## src/rtl/if_id_queue_pkg.sv

```systemverilog
`default_nettype none
// ============================================================================
// Module  : ifq_pkg
// Purpose : Shared sizes and the entry type for the IF/ID instruction queue.
// Rev     : 1.0
// ============================================================================
package ifq_pkg;

  localparam int IFQ_DEPTH = 4;
  localparam int IFQ_AW    = 64;
  localparam int IFQ_IW    = 32;

  typedef struct packed {
    logic [IFQ_AW-1:0] pc;
    logic [IFQ_IW-1:0] instr;
  } ifq_entry_t;

  function automatic int ifq_cnt_w(input int depth);
    return $clog2(depth) + 1;
  endfunction

endpackage
`default_nettype wire

```

## src/rtl/if_id_queue_if.sv

```systemverilog
`default_nettype none
// ============================================================================
// Module  : ifq_if
// Purpose : Fetch-side and decode-side handshake bundle of the IF/ID queue.
// Rev     : 1.0
// ============================================================================
interface ifq_if
  import ifq_pkg::*;
#(
  parameter int DEPTH = IFQ_DEPTH,
  parameter int AW    = IFQ_AW,
  parameter int IW    = IFQ_IW
);

  logic [AW-1:0]               imem_addr_F;
  logic [IW-1:0]               instr_F;
  logic                        valid_F;
  logic                        ready_F;
  logic                        flush;
  logic [AW-1:0]               pc_D;
  logic [IW-1:0]               instr_D;
  logic                        valid_D;
  logic                        ready_D;
  logic [ifq_cnt_w(DEPTH)-1:0] count;

  // Queue side
  modport slave (
    input  imem_addr_F, instr_F, valid_F, flush, ready_D,
    output ready_F, pc_D, instr_D, valid_D, count
  );

  // Fetch/decode side
  modport master (
    output imem_addr_F, instr_F, valid_F, flush, ready_D,
    input  ready_F, pc_D, instr_D, valid_D, count
  );

endinterface
`default_nettype wire

```

## src/rtl/if_id_queue_mem.sv

```systemverilog
`default_nettype none
// ============================================================================
// Module  : ifq_mem
// Purpose : Entry storage: one sync write port, one async read port, async clear.
// Rev     : 1.0
// ============================================================================
module ifq_mem
  import ifq_pkg::*;
#(
  parameter int DEPTH = IFQ_DEPTH,
  localparam int PW   = $clog2(DEPTH)
) (
  input  wire logic       clk,
  input  wire logic       rst_n,
  input  wire logic       i_we,
  input  wire logic [PW-1:0] i_waddr,
  input  wire ifq_entry_t i_wdata,
  input  wire logic [PW-1:0] i_raddr,
  output ifq_entry_t      o_rdata
);

  ifq_entry_t r_mem [DEPTH];

  always_ff @(posedge clk or negedge rst_n) begin
    if (!rst_n) begin
      for (int i = 0; i < DEPTH; i++) begin
        r_mem[i] <= '0;
      end
    end else if (i_we) begin
      r_mem[i_waddr] <= i_wdata;
    end
  end

  assign o_rdata = r_mem[i_raddr];

endmodule
`default_nettype wire

```

## src/rtl/if_id_queue.sv

```systemverilog
`default_nettype none
// ============================================================================
// Module  : if_id_queue
// Purpose : In-order instruction queue between fetch and decode, flushed on a
//           taken branch. Optional empty-queue bypass under IFQ_BYPASS_EN.
// Rev     : 1.0
// ============================================================================
module if_id_queue
  import ifq_pkg::*;
#(
  parameter int DEPTH = IFQ_DEPTH,
  parameter int AW    = IFQ_AW,
  parameter int IW    = IFQ_IW
) (
  input  wire logic clk,
  input  wire logic reset,
  ifq_if.slave      bus
);

  localparam int PW = $clog2(DEPTH);
  localparam int CW = PW + 1;

  logic [PW-1:0] r_wr_ptr;
  logic [PW-1:0] r_rd_ptr;
  logic [CW-1:0] r_count;

  logic       w_full;
  logic       w_empty;
  logic       w_bypass;
  logic       w_push;
  logic       w_pop;
  ifq_entry_t w_wdata;
  ifq_entry_t w_rdata;

  assign w_full  = (r_count == CW'(DEPTH));
  assign w_empty = (r_count == '0);

`ifdef IFQ_BYPASS_EN
  assign w_bypass = w_empty && bus.valid_F && !bus.flush;
`else
  assign w_bypass = 1'b0;
`endif

  // A bypassed entry taken by decode in the same cycle is never stored.
  assign w_push = bus.valid_F && !w_full && !bus.flush && !(w_bypass && bus.ready_D);
  assign w_pop  = !w_empty && bus.ready_D && !bus.flush;

  assign w_wdata.pc    = bus.imem_addr_F;
  assign w_wdata.instr = bus.instr_F;

  ifq_mem #(
    .DEPTH (DEPTH)
  ) u_mem (
    .clk     (clk),
    .rst_n   (reset),
    .i_we    (w_push),
    .i_waddr (r_wr_ptr),
    .i_wdata (w_wdata),
    .i_raddr (r_rd_ptr),
    .o_rdata (w_rdata)
  );

  always_ff @(posedge clk or negedge reset) begin
    if (!reset) begin
      r_wr_ptr <= '0;
      r_rd_ptr <= '0;
      r_count  <= '0;
    end else if (bus.flush) begin
      r_wr_ptr <= '0;
      r_rd_ptr <= '0;
      r_count  <= '0;
    end else begin
      if (w_push) begin
        r_wr_ptr <= r_wr_ptr + 1'b1;
      end
      if (w_pop) begin
        r_rd_ptr <= r_rd_ptr + 1'b1;
      end
      case ({w_push, w_pop})
        2'b10:   r_count <= r_count + 1'b1;
        2'b01:   r_count <= r_count - 1'b1;
        default: r_count <= r_count;
      endcase
    end
  end

  // Storage may hold stale data when empty, so the head is gated by occupancy.
  assign bus.ready_F = !w_full;
  assign bus.count   = r_count;
  assign bus.valid_D = !w_empty || w_bypass;
  assign bus.pc_D    = !w_empty ? AW'(w_rdata.pc) :
                       (w_bypass ? bus.imem_addr_F : AW'(0));
  assign bus.instr_D = !w_empty ? IW'(w_rdata.instr) :
                       (w_bypass ? bus.instr_F : IW'(0));

endmodule
`default_nettype wire

```

## src/flat_wrapper.sv

```systemverilog
// flat-port wrapper written by rule: the top's interface ports become plain ports
module if_id_queue_flat import ifq_pkg::*;
#(
  parameter int DEPTH = IFQ_DEPTH,
  parameter int AW    = IFQ_AW,
  parameter int IW    = IFQ_IW
)
  (clk, reset, bus_imem_addr_F, bus_instr_F, bus_valid_F, bus_flush, bus_ready_D, bus_ready_F, bus_pc_D, bus_instr_D, bus_valid_D, bus_count);
  ifq_if #(.DEPTH(DEPTH), .AW(AW), .IW(IW)) bus_i ();
  input  wire logic clk;
  input  wire logic reset;
  input wire logic [$bits(bus_i.imem_addr_F)-1:0] bus_imem_addr_F;
  input wire logic [$bits(bus_i.instr_F)-1:0] bus_instr_F;
  input wire logic [$bits(bus_i.valid_F)-1:0] bus_valid_F;
  input wire logic [$bits(bus_i.flush)-1:0] bus_flush;
  input wire logic [$bits(bus_i.ready_D)-1:0] bus_ready_D;
  output wire logic [$bits(bus_i.ready_F)-1:0] bus_ready_F;
  output wire logic [$bits(bus_i.pc_D)-1:0] bus_pc_D;
  output wire logic [$bits(bus_i.instr_D)-1:0] bus_instr_D;
  output wire logic [$bits(bus_i.valid_D)-1:0] bus_valid_D;
  output wire logic [$bits(bus_i.count)-1:0] bus_count;
  assign bus_i.imem_addr_F = bus_imem_addr_F;
  assign bus_i.instr_F = bus_instr_F;
  assign bus_i.valid_F = bus_valid_F;
  assign bus_i.flush = bus_flush;
  assign bus_i.ready_D = bus_ready_D;
  assign bus_ready_F = bus_i.ready_F;
  assign bus_pc_D = bus_i.pc_D;
  assign bus_instr_D = bus_i.instr_D;
  assign bus_valid_D = bus_i.valid_D;
  assign bus_count = bus_i.count;
  if_id_queue #(.DEPTH(DEPTH), .AW(AW), .IW(IW)) u_core (.clk(clk), .reset(reset), .bus(bus_i));
endmodule
```

## config.mk

```make
export PLATFORM = sky130hd
export DESIGN_NAME = if_id_queue_flat
export DESIGN_NICKNAME = d
export VERILOG_FILES = /design/src/rtl/if_id_queue_pkg.sv /design/src/rtl/if_id_queue_if.sv /design/src/rtl/if_id_queue_mem.sv /design/src/rtl/if_id_queue.sv /design/src/flat_wrapper.sv
export SDC_FILE = /design/constraint.sdc
export NUM_CORES = 1
export LEC_CHECK = 0
export CORE_MARGIN = 1.5
export CORE_UTILIZATION = 40
export CTS_CLUSTER_SIZE = 28
export DETAILED_ROUTE_END_ITERATION = 12
export SLEW_MARGIN = 15
export SYNTH_ARGS = -nofsm -noshare
export SYNTH_HDL_FRONTEND = slang
export SYNTH_SLANG_ARGS = --single-unit
```

## constraint.sdc

```tcl
create_clock -name clk -period 3.6 [get_ports clk]
set_input_delay 0.72 -clock clk [delete_from_list [all_inputs] [get_ports clk]]
set_output_delay 0.72 -clock clk [all_outputs]
set_load 0.005 [all_outputs]
```

Yosys cells after proc, flatten, opt, wreduce, memory -nomap -nowiden
Cells that the tools add are included.
{"block": "classes", "add_sub_neg": 4, "magnitude_cmp": 3, "eq_ne": 3, "mux": 14, "bitwise": 2, "n_reduce_logical": 12}
{"op": "$bwmux W384", "n": 1}
{"op": "$mux W96", "n": 3}
{"op": "$bmux W96 S2", "n": 1}
{"op": "$demux W96 S2", "n": 1}
{"op": "$mux W64", "n": 1}
{"op": "$mux W32", "n": 1}
{"op": "$mux W2", "n": 4}
{"op": "$ge A3 B3 Y1 const B", "n": 2}
{"op": "$not A2 Y3", "n": 2}
{"op": "$pmux W3 S2", "n": 1}
{"op": "$logic_and A1 B1 Y1", "n": 5}
{"op": "$add A2 B1 Y2 const B", "n": 2}
{"op": "$reduce_bool A2 Y1", "n": 2}
{"op": "$add A3 B1 Y3 const B", "n": 1}
{"op": "$eq A3 B3 Y1 const B", "n": 1}
{"op": "$logic_not A1 Y1", "n": 3}
{"op": "$logic_not A3 Y1", "n": 1}
{"op": "$lt A3 B1 Y1 const B", "n": 1}
{"op": "$mux W3", "n": 1}
{"op": "$reduce_bool A3 Y1", "n": 1}
{"op": "$sub A3 B1 Y3 const B", "n": 1}
{"op": "$eq A2 B1 Y1 const B", "n": 1}
{"op": "$eq A2 B2 Y1 const B", "n": 1}
{"block": "totals", "register_bits": 391, "out_inout_bits": 101}

Logic depth before layout (Yosys ltp)
Gate-level depths: netlist of run 1.
{"block": "depth", "depth_word": 7, "mapped_depth": 9, "mapped_depth_nobuf": 7}

Cells and area by module
Synthesis of run 1 repeated with hierarchy kept, for this count alone.
{"block": "hier_totals", "hier_cells": 1094, "area_unflattened_um2": 17629.4}
{"mod": "ifq_mem", "n_inst": 1, "cells_each": 930, "area_each_um2": 16450.8, "seq_area_each_um2": 9609.2}
{"mod": "if_id_queue", "n_inst": 1, "cells_each": 164, "area_each_um2": 1178.6, "seq_area_each_um2": 175.2}

Worst setup path after synthesis of run 1
OpenSTA, ideal clock, no wires.
{"block": "synth_path", "path_type": "input -> register", "startpoint": "in bus_ready_D", "endpoint": "reg u_core.r_count[1] (netlist: u_core.bus.count[1])", "setup_time_ps": 127, "arrival_ps": 2225, "t_required_ps": 3473, "slack_ps": 1248, "cell_stages": 7, "n_path_buf": 1, "cell_sequence": "clkbuf_1 -> o31ai_1 -> a211oi_1 -> fa_1 -> a21o_1 -> a22oi_1 -> o31ai_1"}
{"block": "synth_between", "elab_chain_cells": 5}
{"element": "start: declaration", "line_no": "flat_wrapper.sv:16", "source": "input wire logic [$bits(bus_i.ready_D)-1:0] bus_ready_D;"}
{"element": "$logic_and A1 B1 Y1 (*) (2 in series)", "line_no": "if_id_queue.sv:46", "source": "assign w_pop = !w_empty && bus.ready_D && !bus.flush;"}
{"element": "$eq A2 B1 Y1 / $eq A2 B2 Y1 (equally long branches)", "line_no": "if_id_queue.sv:79", "source": "case ({w_push, w_pop})"}
{"element": "$pmux W3 S2", "line_no": "if_id_queue.sv:79"}
{"element": "$mux W3", "line_no": "if_id_queue.sv:68", "source": "end else if (bus.flush) begin"}
{"element": "end signal: assignment", "line_no": "if_id_queue.sv:80", "source": "2'b10: r_count <= r_count + 1'b1;"}
{"element": "end signal: assignment", "line_no": "if_id_queue.sv:81", "source": "2'b01: r_count <= r_count - 1'b1;"}
{"element": "end signal: assignment", "line_no": "if_id_queue.sv:82", "source": "default: r_count <= r_count;"}
{"element": "end: declaration", "line_no": "if_id_queue.sv:25", "source": "logic [CW-1:0] r_count;"}
Mark *: on every way between the ends. The rest lies on a longest branch, timed or not.
A chain may end at the register's enable or synchronous reset.

Final worst setup path of run 1
{"block": "layout_path", "startpoint": "reg u_core.r_rd_ptr[0]", "endpoint": "out bus_instr_D[15]"}
{"block": "layout_between", "elab_chain_cells": 5}
{"element": "start: declaration", "line_no": "if_id_queue.sv:24", "source": "logic [PW-1:0] r_rd_ptr;"}
{"element": "start signal: assignment", "line_no": "if_id_queue.sv:77", "source": "r_rd_ptr <= r_rd_ptr + 1'b1;"}
{"element": "$not A2 Y3 (not written as such)", "line_no": "if_id_queue_mem.sv:34", "source": "assign o_rdata = r_mem[i_raddr];"}
{"element": "$bmux W96 S2", "line_no": "if_id_queue_mem.sv:34"}
{"element": "$mux W96 (not written as such) (2 in series)", "line_no": "if_id_queue_mem.sv:34"}
{"element": "$mux W32", "line_no": "if_id_queue.sv:93", "source": "assign bus.instr_D = !w_empty ? IW'(w_rdata.instr) :"}
{"element": "end: declaration", "line_no": "flat_wrapper.sv:19", "source": "output wire logic [$bits(bus_i.instr_D)-1:0] bus_instr_D;"}
No other way between the ends. The select of a mux whose other input is x is not followed.

==> impl_metrics.tcl, run 1 <==
set metrics [dict create \
    avgRoutedWirePerCell_um 20.54 \
    total_power_mw 14.06 \
    areaGrowthSynthToFinish_pct 22.95 \
    die_area_sq_um 45970 \
    yosys.area.top_type_share_pct 54.73 \
    routed-via-count 10030 \
    run_status "completed" \
    timing.critical_path.from_type "flip-flop" \
    final_layout_size_suffix_gt1_share_pct 41.52 \
    syn-cell-area_sq_um 17880 \
    power_density_nw_per_um2 639.8 \
    grt_usage_pct 17.72 \
    crit_path_max_fanout 27 \
    routabilityCongestion 0.7017 \
    period_minus_slack_ns 3.339 \
    critical-path-max-stage-delay_ns 0.55 \
    grt_antenna_before_repair 2 \
    timing.critical_path.to_type "output port" \
    leakagePower_nw 9.430 \
    finalCoreUtilization_pct 49.81 \
    tritoncts "yes" \
    drtPass1Iterations 4 \
    postCtsResizedCells 0 \
    route.antenna.remaining_nets 0 \
    worst_r2r_startpoint "u_core.bus.count[1]" \
    clk_pin_slew_ns 0.06 \
    cts.htree.levels 2 \
    synth_common_cells "dfrtp_1 (391), mux2_2 (344), and2_1 (96), mux4_2 (96), mux2_1 (40)" \
    tritoncts.num_buffers 45 \
    tns_ns 0 \
    cts_sinks 391 \
    synth_largest_area_cell "dfrtp_1" \
    cp.arrival_ns 2.62 \
    ir_drop_v 0.0002952 \
    report.final.slew_viol_count 0 \
    placeableCoreArea_sq_um 44120 \
    globalRoute.totalOverflow 0 \
    min-delay-path-class "in -> async" \
    drc 0 \
    path_cells "buf_12 -> mux4_2 -> and2_1 -> clkdlybuf4s50_1" \
    path_class "reg -> out" \
    ff2ff_setup_slack_ns 1.15 \
    ctsLongestPathBuffers 3 \
    relSlewSlack_pct 59.43 \
    pin_count_of_the_biggest_net_entering_global_routing 74 \
    std_cell_rows 77 \
    grt_first_pass_wirelength_um 64110 \
    synth_top_cells_by_area "dfrtp_1 (55%), mux2_2 (22%), mux4_2 (12%)" \
    synth_area_per_cell_sq_um 16.31 \
    cts_hold_buf 0 \
    drv.max_cap_violation_count 0 \
    worst_r2r_path_depth 7 \
    hold-worst-slack_ns 0.1522 \
    post_synth_inst_count 1096 \
    maxClockFrequency_ghz 0.2995 \
    initial_utilization_pct 40.51 \
    yosysMostFrequentCell "dfrtp_1" \
    post_synth_edffs 0 \
    final_net_count 1402 \
    fp.dieH_um 214.4 \
    synthesis.yosys.warnings 0 \
    instances_no_fill 1920 \
    async_sr_flop_fraction_pct 100.0 \
    final_setup_slack_of_the_worst_path_ns 0.2611 \
    routed_wire_length_um 39450 \
    fin_worst_skew_ns 0.02101 \
    grt_setup_unrepaired "no" \
    num-fill-cells 3865 \
    place_hpwl_um 23840 \
    grt_pass1_vias 11170 \
    final_setup_violations 0 \
    synth_net_count 1202 \
    worst_slew_pin_slew_ns 0.6085 \
    placed_cell_areas_sq_um 20480 \
    post_synth_and_or_nand_nor_area_fraction_pct 4.171 \
    r2r-end "u_core.bus.count[2]" \
    post_synth_num_cell_types 41 \
    detailedPlace.worstSlack_ns 0.5630 \
    post_synth_mux_area_share_pct 36.28 \
    cp.required_ns 2.88 \
    synth-adder-area-share_pct 0.3919 \
    finalHoldViolations 0 \
    complex_gate_fraction_of_the_synthesized_area_pct 0.6999 \
    yosys_most_used_dff "dfrtp_1" \
    synth-xor-area-share_pct 0.1470 \
    buffer_ports.inserted 201 \
    yosys_register_bits 391 \
    sequential_area_share_after_synthesis_pct 54.73 \
    die_w_um 214.4 \
    combinational_family_with_the_most_area_after_synthesis "multiplexers" \
    clk_latency_ns 0.57 \
    layout.cell_area.non_filler_sq_um 21980 \
    detailedRoute.firstIterationViolations 499 \
    via_per_inst 5.224 \
    place.detailed.instances 1838 \
    io-pin-count 202 \
    worst_path_max_delay_cell "dfrtp_4" \
    min_period_over_period_pct 92.75 \
    setup.worst_path.start "u_core.r_rd_ptr[0]" \
    clockRootBuffer "clkbuf_16" \
]
[layer usage]
metal	wire, um	vias up	global-route usage (%)
met5	14	-	0
met4	670	2	4.507
met3	1761	58	4.014
met2	19420	193	29.32
met1	17580	5353	23.66
li1	-	4425	-
[timing repair]
item | in CTS | in global routing
setup endpoints to repair | 18 | 0
hold endpoints to repair | 0 | 0
setup buffers | 3 | 0
[layout by cell type (no fill, tap or decap), drive strengths merged]
| cell type | instances |
|---|---|
| nand3 | 6 |
| ha | 4 |
| o21a | 1 |
| nor3 | 1 |
| nand4 | 1 |
| o211ai | 1 |
| xor2 | 2 |
| and2 | 96 |
| clkinv | 6 |
| nand2b | 1 |
| o221ai | 1 |
| mux4 | 96 |
| o31ai | 2 |
| xnor2 | 1 |
| nor3b | 1 |
| fa | 1 |
| a21o | 1 |
| a22oi | 1 |
| clkdlybuf4s50 | 200 |
| nand2 | 1 |
| o21ai | 2 |
| a211oi | 2 |
| nor2 | 5 |
| dfrtp | 391 |
| inv | 6 |
| diode | 1 |
| buf | 32 |
| nor2b | 2 |
| a21oi | 3 |
| or4 | 1 |
| clkbuf | 71 |
| o311ai | 1 |
| mux2 | 384 |
| o21bai | 1 |
| a211o | 1 |
| a31oi | 1 |
[sequential cells by signal, indices dropped and copies added, names as in the netlist]
name / cells
u_core.r_rd_ptr: 2
u_core.r_wr_ptr: 2
u_core.bus.count: 3
u_core.u_mem.r_mem: 384
[critical path: cells and delay by family, from the launching register on]
| kind | cells | cell delay, ns |
|---|---|---|
| buffers and inverters | 2 | 0.75 |
| AND/OR/NAND/NOR | 1 | 0.20 |
| flip-flops | 1 | 0.55 |
| multiplexers | 1 | 0.54 |
[how the worst max path moves through the flow]
stage                                      to  slack, ns  cells after the start
after global placement           bus_pc_D[55]       0.58                      4
after CTS                     bus_instr_D[15]       0.16                      4
after global routing          bus_instr_D[15]       0.13                      4
after detailed placement      bus_instr_D[15]       0.56                      4
final                         bus_instr_D[15]       0.26                      4
after floorplan           u_core.bus.count[1]       1.25                      7
[power breakdown]
group	internal (mW)	switching, mW	total, mW
Combinational	2.26	1.11	3.38
Sequential	5.63	0.599	6.23
Clock	2.70	1.76	4.45
[kinds of logic (layout without fill, tap and decap cells)]
group | after synthesis | in the layout
mux | 480 | 480
flops | 391 | 391
simple gates | 115 | 115
buf+inv | 84 | 315
compound gates | 18 | 18
fa+ha+maj | 5 | 5
xor+xnor | 3 | 3
other cells | 0 | 1
[cell type report]
cell class	instances	area, sq um	share of cell area, %
Antenna cell	1	2.502	0.01138
Clock buffer	71	1426	6.489
Clock inverter	7	38.79	0.1765
Inverter	5	18.77	0.08539
Multi-Input combinational cell	621	7461	33.94
Sequential cell	391	9792	44.55
Tap cell	592	740.7	3.370
Timing Repair Buffer	232	2500	11.37
Note: power is estimated with default switching activity, not from simulation.
==> run 2, diff against run 1 <==
clock period = 3.21 ns   (was 3.6 ns; I/O delays follow)
==> run 2 against run 1 <==
  * Total power is 12% higher
  * Highest routed layer unchanged
  * Largest cell class unchanged
  * Sequential power is 12% higher
  * Hold slack worse by 0.089 ns
  * Final area is 2.5% higher
  * Clock power is 9.0% higher
  * Sequential cell count stayed put
  * Global-route usage is 0.13 points higher
  * Non-clock buffer count is 45 higher
  * Combinational power is 16% higher
==> impl_metrics.tcl, run 2 (synthesis results as in run 1) <==
set metrics [dict create \
    run_status "completed" \
    fin_worst_skew_ns 0.01502 \
    place_hpwl_um 24980 \
    fp.dieH_um 214.4 \
    cp_common_cell "buf_12" \
    globalRoute.totalOverflow 0 \
    cp.arrival_ns 2.52 \
    detailedRoute.firstIterationViolations 412 \
    worst_slew_pin_slew_ns 0.7572 \
    routed-via-count 10170 \
    ff2ff_setup_slack_ns 0.79 \
    grt_usage_pct 17.85 \
    num_antenna_cells 0 \
    r2r-end "u_core.bus.count[1]" \
    finalHoldViolations 0 \
    setup.worst_path.start "u_core.r_rd_ptr[0]" \
    largest_register_ffs 384 \
    multiInputGateArea_sq_um 7476 \
    timing.critical_path.to_type "output port" \
    worst_r2r_startpoint "u_core.bus.count[1]" \
    via_per_inst 5.185 \
    leakagePower_nw 10.31 \
    route.antenna.remaining_nets 0 \
    tritoncts.num_buffers 44 \
    routabilityCongestion 0.7283 \
    areaGrowthSynthToFinish_pct 26.07 \
    initial_utilization_pct 40.51 \
    tns_ns 0 \
    timing.critical_path.from_type "flip-flop" \
    layout.cells.most_common "dfrtp_1" \
    drtPass1Iterations 4 \
    drv.max_cap_violation_count 0 \
    crit_path_max_fanout 8 \
    cp.required_ns 2.57 \
    worst_path_max_delay_cell "dfrtp_4" \
    largest-register "u_core.u_mem.r_mem" \
    std_cell_rows 77 \
    grt_first_pass_wirelength_um 64370 \
    cts_sinks 391 \
    placeableCoreArea_sq_um 44120 \
    clockRootBuffer "clkbuf_16" \
    drc 0 \
    cts.htree.levels 2 \
    final_cell_mix "dfrtp_1 (388), mux2_2 (344), clkdlybuf4s50_1 (158), mux4_2 (96), and2_1 (92)" \
    path_cells "buf_12 -> buf_12 -> mux4_2 -> and2_1 -> clkdlybuf4s50_1" \
    min_period_over_period_pct 98.37 \
    ctsLongestPathBuffers 3 \
    die_area_sq_um 45970 \
    layout.cell_area.non_filler_sq_um 22540 \
    grt_setup_unrepaired "yes" \
    io-pin-count 202 \
    path_class "reg -> out" \
    grt_antenna_before_repair 3 \
    routed_wire_length_um 40390 \
    grt_pass1_vias 10960 \
    buffer_ports.inserted 201 \
    pin_count_of_the_biggest_net_entering_global_routing 86 \
    maxClockFrequency_ghz 0.3167 \
    placed_cell_areas_sq_um 20790 \
    final_setup_violations 0 \
    clk_pin_slew_ns 0.06 \
    worst_r2r_path_depth 8 \
    avgRoutedWirePerCell_um 20.58 \
    period_minus_slack_ns 3.158 \
    min-delay-path-class "in -> async" \
    critical-path-max-stage-delay_ns 0.53 \
    relSlewSlack_pct 49.52 \
    report.final.slew_viol_count 0 \
    tritoncts "yes" \
    power_density_nw_per_um2 698.2 \
    final_layout_size_suffix_gt1_share_pct 43.50 \
    cts_hold_buf 0 \
    clk_latency_ns 0.56 \
    die_w_um 214.4 \
    num-fill-cells 3824 \
    ir_drop_v 0.0003947 \
    final_net_count 1446 \
    area.sequential_sq_um 9793 \
]
[run 2: final cells by class]
| type | instances | share of cell area (%) |
|---|---|---|
| Tap cell | 592 | 3.287 |
| Clock buffer | 64 | 5.624 |
| Inverter | 5 | 0.08327 |
| Timing Repair Buffer | 277 | 13.86 |
| Clock inverter | 12 | 0.5218 |
| Sequential cell | 391 | 43.45 |
| Multi-Input combinational cell | 621 | 33.17 |
[run 2: stage by stage]
stage / util [%] / total power [mW] / hold WS (ns) / setup WS [ns] / std cells
3_5_place_dp: 47.13 / 10.95 / 0.4768 / 0.3908 / 1867
3_3_place_gp: 47.13 / 10.83 / 0.4683 / 0.4206 / 1867
4_1_cts: 50.41 / 15.92 / 0.08381 / -0.04786 / 1946
5_1_grt: 51.08 / 16.61 / 0.1143 / -0.03616 / 1962
2_1_floorplan: - / 9.360 / 0.3464 / 0.9363 / 1096
6_report: 51.08 / 15.74 / 0.06274 / 0.05236 / 1962
[run 2: worst max path at each step]
| stage | endpoint |
|---|---|
| finish | bus_pc_D[56] |
| floorplan | u_core.bus.count[1] |
| detailed placement | u_core.u_mem.r_mem[130] |
| global placement | u_core.u_mem.r_mem[123] |
| global route | bus_pc_D[56] |
| CTS | bus_pc_D[62] |
[run 2: power by group]
part	switching [mW]	internal [mW]	total, mW	leakage [nW]
clock network	1.96	2.89	4.85	0.688
logic	1.28	2.63	3.91	4.71
registers	0.657	6.32	6.97	4.91
total	3.90	11.8	15.7	10.3
[run 2: timing repair]
action,in CTS,in global routing
setup endpoints to repair,75,74
resized for setup,13,50
setup buffers,3,14
gates cloned,0,2
[run 2: per-layer routing]
metal	vias up	global-route usage [%]	wire length, um
met3	46	3.773	1740
met1	5436	24.86	18850
met4	6	4.836	655
met5	-	0	38
met2	171	28.42	19100
li1	4513	-	-
[run 2: critical path: cells and delay by family (launching register included)]
family	cells	cell delay, ns
buf+inv	3	0.76
mux	1	0.48
simple gates	1	0.18
flops	1	0.53
